`src/rtl/ram2e_pkg.sv`:
```
// Shared constants for the RAM2E DRAM slot scheduler: grant codes,
// slot-time positions and slot base values of the cycle counter.
package ram2e_pkg;

    localparam logic [1:0] GR_IDLE  = 2'd0;
    localparam logic [1:0] GR_APPLE = 2'd1;
    localparam logic [1:0] GR_REF   = 2'd2;
    localparam logic [1:0] GR_AUX   = 2'd3;

    localparam logic [2:0] T_ROW   = 3'd0;
    localparam logic [2:0] T_RAS   = 3'd1;
    localparam logic [2:0] T_COL   = 3'd2;
    localparam logic [2:0] T_CAS   = 3'd3;
    localparam logic [2:0] T_LATCH = 3'd4;
    localparam logic [2:0] T_END   = 3'd5;

    localparam logic [3:0] S_PHI1 = 4'd1;
    localparam logic [3:0] S_PHI0 = 4'd8;
    localparam logic [3:0] S_IDLE = 4'd15;

    typedef enum logic [1:0] {
        SLOT_NONE,
        SLOT_PHI1,
        SLOT_PHI0
    } slot_e;

endpackage

```
`src/rtl/ram2e_refresh_ctr.sv`:
```
// Refresh bookkeeping: divides Apple cycles into refresh ticks and keeps a
// saturating count of refreshes owed to the DRAM.
module ram2e_refresh_ctr #(
    parameter int REF_DIV    = 13,
    parameter int REF_URGENT = 4,
    parameter int DEBT_MAX   = 7
) (
    input  logic clk,
    input  logic rst,
    input  logic tick,
    input  logic dec,
    output logic urgent,
    output logic pending
);

    localparam int DIVW = $clog2(REF_DIV);
    localparam int DW   = $clog2(DEBT_MAX + 1);

    logic [DIVW-1:0] div;
    logic [DW-1:0]   debt;
    logic            inc;

    assign inc     = tick && (div == DIVW'(REF_DIV - 1));
    assign urgent  = (debt >= DW'(REF_URGENT));
    assign pending = (debt != '0);

    always_ff @(posedge clk) begin
        if (rst) begin
            div  <= '0;
            debt <= '0;
        end else begin
            if (tick) begin
                div <= inc ? '0 : div + 1'b1;
            end
            // A simultaneous tick and completed refresh cancel out.
            if (inc && !dec && debt != DW'(DEBT_MAX)) begin
                debt <= debt + 1'b1;
            end else if (dec && !inc && debt != '0) begin
                debt <= debt - 1'b1;
            end
        end
    end

endmodule

```
`src/rtl/ram2e_dram_sched.sv`:
```
// Slot scheduler: splits each Apple cycle into PHI1/PHI0 DRAM slots and
// grants each to video/CPU, refresh or the aux engine, driving the strobes.
module ram2e_dram_sched
    import ram2e_pkg::*;
#(
    parameter int REF_DIV    = 13,
    parameter int REF_URGENT = 4,
    parameter int DEBT_MAX   = 7
) (
    input  logic        C14M,
    input  logic        RST,
    input  logic        PHI1,
    input  logic        EN80,
    input  logic        nWE80,
    input  logic        VidEN,
    input  logic [4:0]  BA,
    input  logic        AuxReq,
    input  logic        AuxWE,
    input  logic [20:0] AuxAddr,
    input  logic [7:0]  AuxWD,
    output logic        AuxAck,
    output logic [7:0]  AuxRD,
    output logic        nRAS,
    output logic        nCAS,
    output logic        nRWE,
    output logic [10:0] DA,
    output logic        DASel,
    output logic        RDOE,
    input  logic [7:0]  RDin,
    output logic [1:0]  Grant
);

    logic [3:0]  s;
    logic        phi1_q;
    logic        res_edge;
    slot_e       slot;
    logic [2:0]  t;
    logic [1:0]  arb;
    logic        slot_we;
    logic [10:0] col_q;
    logic        urgent;
    logic        pending;
    logic        ref_dec;

    // AuxWD reaches the data bus through the board buffer enabled by RDOE.
    logic unused_wd;
    assign unused_wd = &{1'b0, AuxWD};

    // phi1_q resets high so the first edge counts only after PHI1 was seen low.
    assign res_edge = PHI1 && !phi1_q;

    always_comb begin
        slot = SLOT_NONE;
        t    = T_ROW;
        if (s >= S_PHI1 && s < S_PHI0) begin
            slot = SLOT_PHI1;
            t    = 3'(s - S_PHI1);
        end else if (s >= S_PHI0 && s < S_IDLE) begin
            slot = SLOT_PHI0;
            t    = 3'(s - S_PHI0);
        end
    end

    always_comb begin
        arb = GR_IDLE;
        if ((slot == SLOT_PHI1) ? VidEN : EN80) arb = GR_APPLE;
        else if (urgent)                        arb = GR_REF;
        else if (AuxReq)                        arb = GR_AUX;
        else if (pending)                       arb = GR_REF;
    end

    assign ref_dec = (slot != SLOT_NONE) && (t == T_END) && (Grant == GR_REF) && !res_edge;

    ram2e_refresh_ctr #(
        .REF_DIV   (REF_DIV),
        .REF_URGENT(REF_URGENT),
        .DEBT_MAX  (DEBT_MAX)
    ) u_ref (
        .clk    (C14M),
        .rst    (RST),
        .tick   (res_edge),
        .dec    (ref_dec),
        .urgent (urgent),
        .pending(pending)
    );

    always_ff @(posedge C14M) begin
        if (RST) begin
            s       <= '0;
            phi1_q  <= 1'b1;
            nRAS    <= 1'b1;
            nCAS    <= 1'b1;
            nRWE    <= 1'b1;
            RDOE    <= 1'b0;
            DASel   <= 1'b0;
            DA      <= '0;
            AuxAck  <= 1'b0;
            AuxRD   <= '0;
            Grant   <= GR_IDLE;
            slot_we <= 1'b0;
            col_q   <= '0;
        end else begin
            phi1_q <= PHI1;
            if (res_edge)                    s <= S_PHI1;
            else if (s != '0 && s != S_IDLE) s <= s + 4'd1;

            AuxAck <= 1'b0;
            if (res_edge) begin
                // Resync: abandon whatever slot is in flight, no ack, no debt credit.
                nRAS  <= 1'b1;
                nCAS  <= 1'b1;
                nRWE  <= 1'b1;
                RDOE  <= 1'b0;
                Grant <= GR_IDLE;
            end else if (slot != SLOT_NONE) begin
                case (t)
                    T_ROW: begin
                        Grant   <= arb;
                        slot_we <= 1'b0;
                        case (arb)
                            GR_APPLE: begin
                                DASel   <= 1'b0;
                                DA      <= {BA[4:2], 8'h00};
                                col_q   <= {1'b0, BA[1:0], 8'h00};
                                slot_we <= (slot == SLOT_PHI0) && !nWE80;
                            end
                            GR_AUX: begin
                                DASel   <= 1'b1;
                                DA      <= AuxAddr[20:10];
                                col_q   <= {1'b0, AuxAddr[9:0]};
                                slot_we <= AuxWE;
                            end
                            GR_REF: begin
                                DASel <= 1'b0;
                                DA    <= '0;
                            end
                            default: ;
                        endcase
                    end
                    T_RAS: begin
                        if (Grant == GR_REF)       nCAS <= 1'b0;
                        else if (Grant != GR_IDLE) nRAS <= 1'b0;
                    end
                    T_COL: begin
                        if (Grant == GR_REF) begin
                            nRAS <= 1'b0;
                        end else if (Grant != GR_IDLE) begin
                            DA <= col_q;
                            if (slot_we) begin
                                nRWE <= 1'b0;
                                RDOE <= (Grant == GR_AUX);
                            end
                        end
                    end
                    T_CAS: begin
                        if (Grant == GR_APPLE || Grant == GR_AUX) nCAS <= 1'b0;
                    end
                    T_LATCH: begin
                        // Only aux reads own the read-back register.
                        if (Grant == GR_AUX && !slot_we) AuxRD <= RDin;
                    end
                    T_END: begin
                        nRAS   <= 1'b1;
                        nCAS   <= 1'b1;
                        nRWE   <= 1'b1;
                        RDOE   <= 1'b0;
                        AuxAck <= (Grant == GR_AUX);
                    end
                    default: Grant <= GR_IDLE;
                endcase
            end
        end
    end

endmodule

```
`config.mk`:
```
export PLATFORM = sky130hd
export DESIGN_NAME = ram2e_dram_sched
export DESIGN_NICKNAME = d
export VERILOG_FILES = /design/src/rtl/ram2e_pkg.sv /design/src/rtl/ram2e_refresh_ctr.sv /design/src/rtl/ram2e_dram_sched.sv
export SDC_FILE = /design/constraint.sdc
export NUM_CORES = 1
export LEC_CHECK = 0
export CAP_MARGIN = 20
export CORE_MARGIN = 5
export CORE_UTILIZATION = 48
export DETAILED_ROUTE_END_ITERATION = 12
export PLACE_DENSITY = 0.89
export SKIP_CTS_REPAIR_TIMING = 1
export SYNTH_ARGS = -nofsm -noshare
export SYNTH_HDL_FRONTEND = slang
export SYNTH_SLANG_ARGS = --single-unit
```
`constraint.sdc`:
```
create_clock -name C14M -period 3.7 [get_ports C14M]
set_input_delay 0.37 -clock C14M [delete_from_list [all_inputs] [get_ports C14M]]
set_output_delay 0.37 -clock C14M [all_outputs]
set_load 0.02 [all_outputs]
```
==> summary.txt <==
Min path
  – Hold endpoint: AuxRD[5]
  – Hold depth: 2
  – Hold Path Class: reg2reg
  – Worst Hold Launch: AuxRD[5]

Route
  – Via count: 2773
  – Initial DRC count: 134
  – Via/cell ratio: ~6
  – Drt first pass iters: 5
  – Total wire length: 7.456 mm
  – Detail Route Antenna Nets: 0
  – DRC viols: 0
  – DR WL/cell: roughly 16 um

Clock tree
  – Clock Sinks: 50
  – Deepest clock path buffer count: 2
  – # H-tree levels: 2
  – Clk slew on worst S/H paths: about 0.09 ns
  – Root Driver: clkbuf_8
  – Clock latency on the worst-skew pair: between 0.3 and 0.4 ns
  – CTS tree: built
  – CTS buffer count: 5

Power and ir drop
  – PD cells: about 670 nW/um2
  – VDD IR-drop max: around 0.00036 V
  – P_leak: between 0.001 and 0.0015 uW

Placed design
  – DP HPWL: 5.481 mm
  – Placed cell count: 444
  – Placed cell area: between 3000 and 4000 um2
  – Final estimated routing congestion in global placement: 0.8631
  – Pre-CTS setup slack: 0.6257 ns
  – Port Buf Inserts: 68

Timing
  – Final worst path period share: between 80% and 90%
  – FMAX: about 0.31 GHz
  – RSZ-0062 raised after global routing: false
  – Final hold violations: 0
  – Worst Tran Pin Value: approximately 1.1 ns
  – Worst slew margin: 25.62%
  – Final Slew Violations: 0
  – Hold_ws: 0.4632 ns
  – Final Skew: 0.007811 ns
  – Min cycle time layout: 3.176 ns
  – Final setup viols: 0
  – Setup TNS: 0 ns
  – Final setup margin: 0.5244 ns

Global routing
  – First-pass GRT wire length: approximately 12 mm
  – Vias in the first global route: 2625
  – Antenna violations before repair: 0
  – Largest net degree at the start of global routing: 34
  – Total GRT Usage: about a fifth
  – GRT overflow: 0

Yosys
  – Netlist cell types: a little over 70
  – Seq cells post-synth: 50
  – Predominant post-synthesis flop cell: dfxtp_1
  – Synthesized net count: 378
  – Total number of yosys warnings: 0
  – EDFF count, synth: 0
  – Sequential share of the synthesized area: a little over a third
  – Post-Synthesis Cell Area: ~2800 um2
  – Avg Cell Area, Syn: ~9 um2
  – Syn Inst Count: between 300 and 400
  – Fraction of registers with async set/reset: 0%

Setup path
  – Required time of the critical path: 3.91 ns
  – Worst EP arrival: ~3.4 ns
  – Cells on worst reg2reg path: 10
  – Crit-path max FO: 11
  – Worst Setup End Kind: flop
  – CP Class: reg2reg
  – Flop2flop setup slack: 0.52 ns
  – CP Launch Point: s[0]
  – Reg-to-Reg End: DA[1]
  – Worst r2r src: s[0]
  – Critical Path Start Type: flop

Floorplan
  – Core footprint: between 5000 and 6000 um2
  – Die width: between 80 and 90 um
  – Die Height: between 80 and 90 um
  – # IOs: between 70 and 80
  – Die Area: between 7000 and 8000 um2
  – Num rows: 27
  – Initial Utilization: between 50% and 60%

Finish
  – Share of cells above drive strength 1: ~8.9%
  – Final net count: 439
  – Finished Cell Area: between 3000 and 4000 um2
  – Diode count: 0
  – Layout Cells excl Fill: roughly 450
  – Area grow syn2layout: 29.21%

Flow run
  – Max-cap violations: 0

Status
  – Status: finished, final reports clean
cell families after synthesis:
kind of cell / share of synthesized area, %
adders and majority gates: 4.720
muxes: 5.743
and+or+nand+nor: 21.51
buffers and inverters: 5.209
DFF: 35.62
xor gates and xnor gates: 1.247
AOI/OAI and AO/OA: 25.96
layout make-up:
type,count,area [um2]
multi-input cells,237,1663
fillers,483,1977
clock inverters,2,37.54
flip-flops and latches,50,1001
well taps,72,90.09
inverters,11,41.29
repair buffers,74,725.7
clock buffers,6,72.57
power breakdown:
group / total [uW] / switching, uW / internal (uW)
registers: 715 / 77.4 / 637
logic: 1340 / 799 / 543
clock network: 385 / 183 / 202
layout by cell type, fill, tap and decap left out, types with 3 or more instances in the layout:
master / instances
nand2_1: 32
nand3_1: 14
a311oi_1: 10
a22o_1: 3
nand4_1: 11
nor2_1: 14
a32oi_1: 3
clkdlybuf4s50_1: 68
nor2b_1: 4
clkbuf_8: 5
mux2i_1: 15
ha_1: 9
a21oi_1: 25
o211ai_1: 11
o21ai_1: 4
dfxtp_1: 50
nand2b_1: 3
o31ai_1: 3
o21ai_0: 12
o21a_1: 3
buf_4: 6
nor3_1: 6
inv_1: 10
registers in the layout (all words and copies together) (netlist names), 2 cells and up:
name,flops
s,4
Grant,2
AuxRD,8
col_q,10
DA,11
u_ref.div,4
u_ref.debt,3
through the flow:
stage	util (%)	power (uW)
floorplan	-	1648
global placement	62.78	2008
detailed placement	62.78	2047
CTS	64.75	2430
global route	64.75	2589
finish	64.75	2441
layer usage:
layer / GRT usage [%] / part of all wire [%]
met5: 0 / 0
met4: 5.382 / 1.4
met3: 3.612 / 7.7
met2: 34.70 / 49
met1: 26.01 / 42
critical path, stage by stage (launching register included):
cell and delay, ns:
dfxtp_1 0.60, inv_1 0.10, ha_1 0.32, nor3b_4 0.22
o22ai_1 0.31, or2_1 0.20, inv_2 0.10, ha_1 0.24
nor4_2 0.51, nor3_2 0.20, a311oi_1 0.27
synthesized netlist by cell type, types with 2 or more instances:
cell,number,area share [%]
nand4_1,11,2.4
or2_1,2,0.45
ha_1,9,4.0
a32oi_1,3,0.94
a22o_1,3,0.94
buf_2,8,1.4
o21ai_1,4,0.71
nand2b_1,3,0.67
nor3_2,2,0.71
o21a_1,3,0.80
nand2_1,32,4.3
o21ai_0,12,2.1
buf_4,3,0.80
a21oi_1,25,4.5
or3_1,2,0.45
a32o_1,2,0.71
clkbuf_1,6,0.80
xnor2_1,2,0.62
inv_1,10,1.3
o311ai_0,2,0.62
xor2_1,2,0.62
nand3_1,14,2.5
nor3_1,6,1.1
a311oi_1,10,3.1
nor2b_1,4,0.89
a21boi_2,2,0.80
o22ai_1,2,0.45
nor2_1,14,1.9
and4_1,2,0.62
o211ai_1,11,2.9
dfxtp_1,50,36
o31ai_1,3,0.80
mux2i_1,15,5.3
worst max path at each step:
stage               slack [ns]     end
finish                    0.52   DA[1]
global route              0.26   DA[2]
CTS                       0.59   DA[7]
detailed placement        0.63   DA[1]
global placement          0.75  DA[10]
floorplan                 0.88   DA[9]
(Power assumes the default switching activity.)
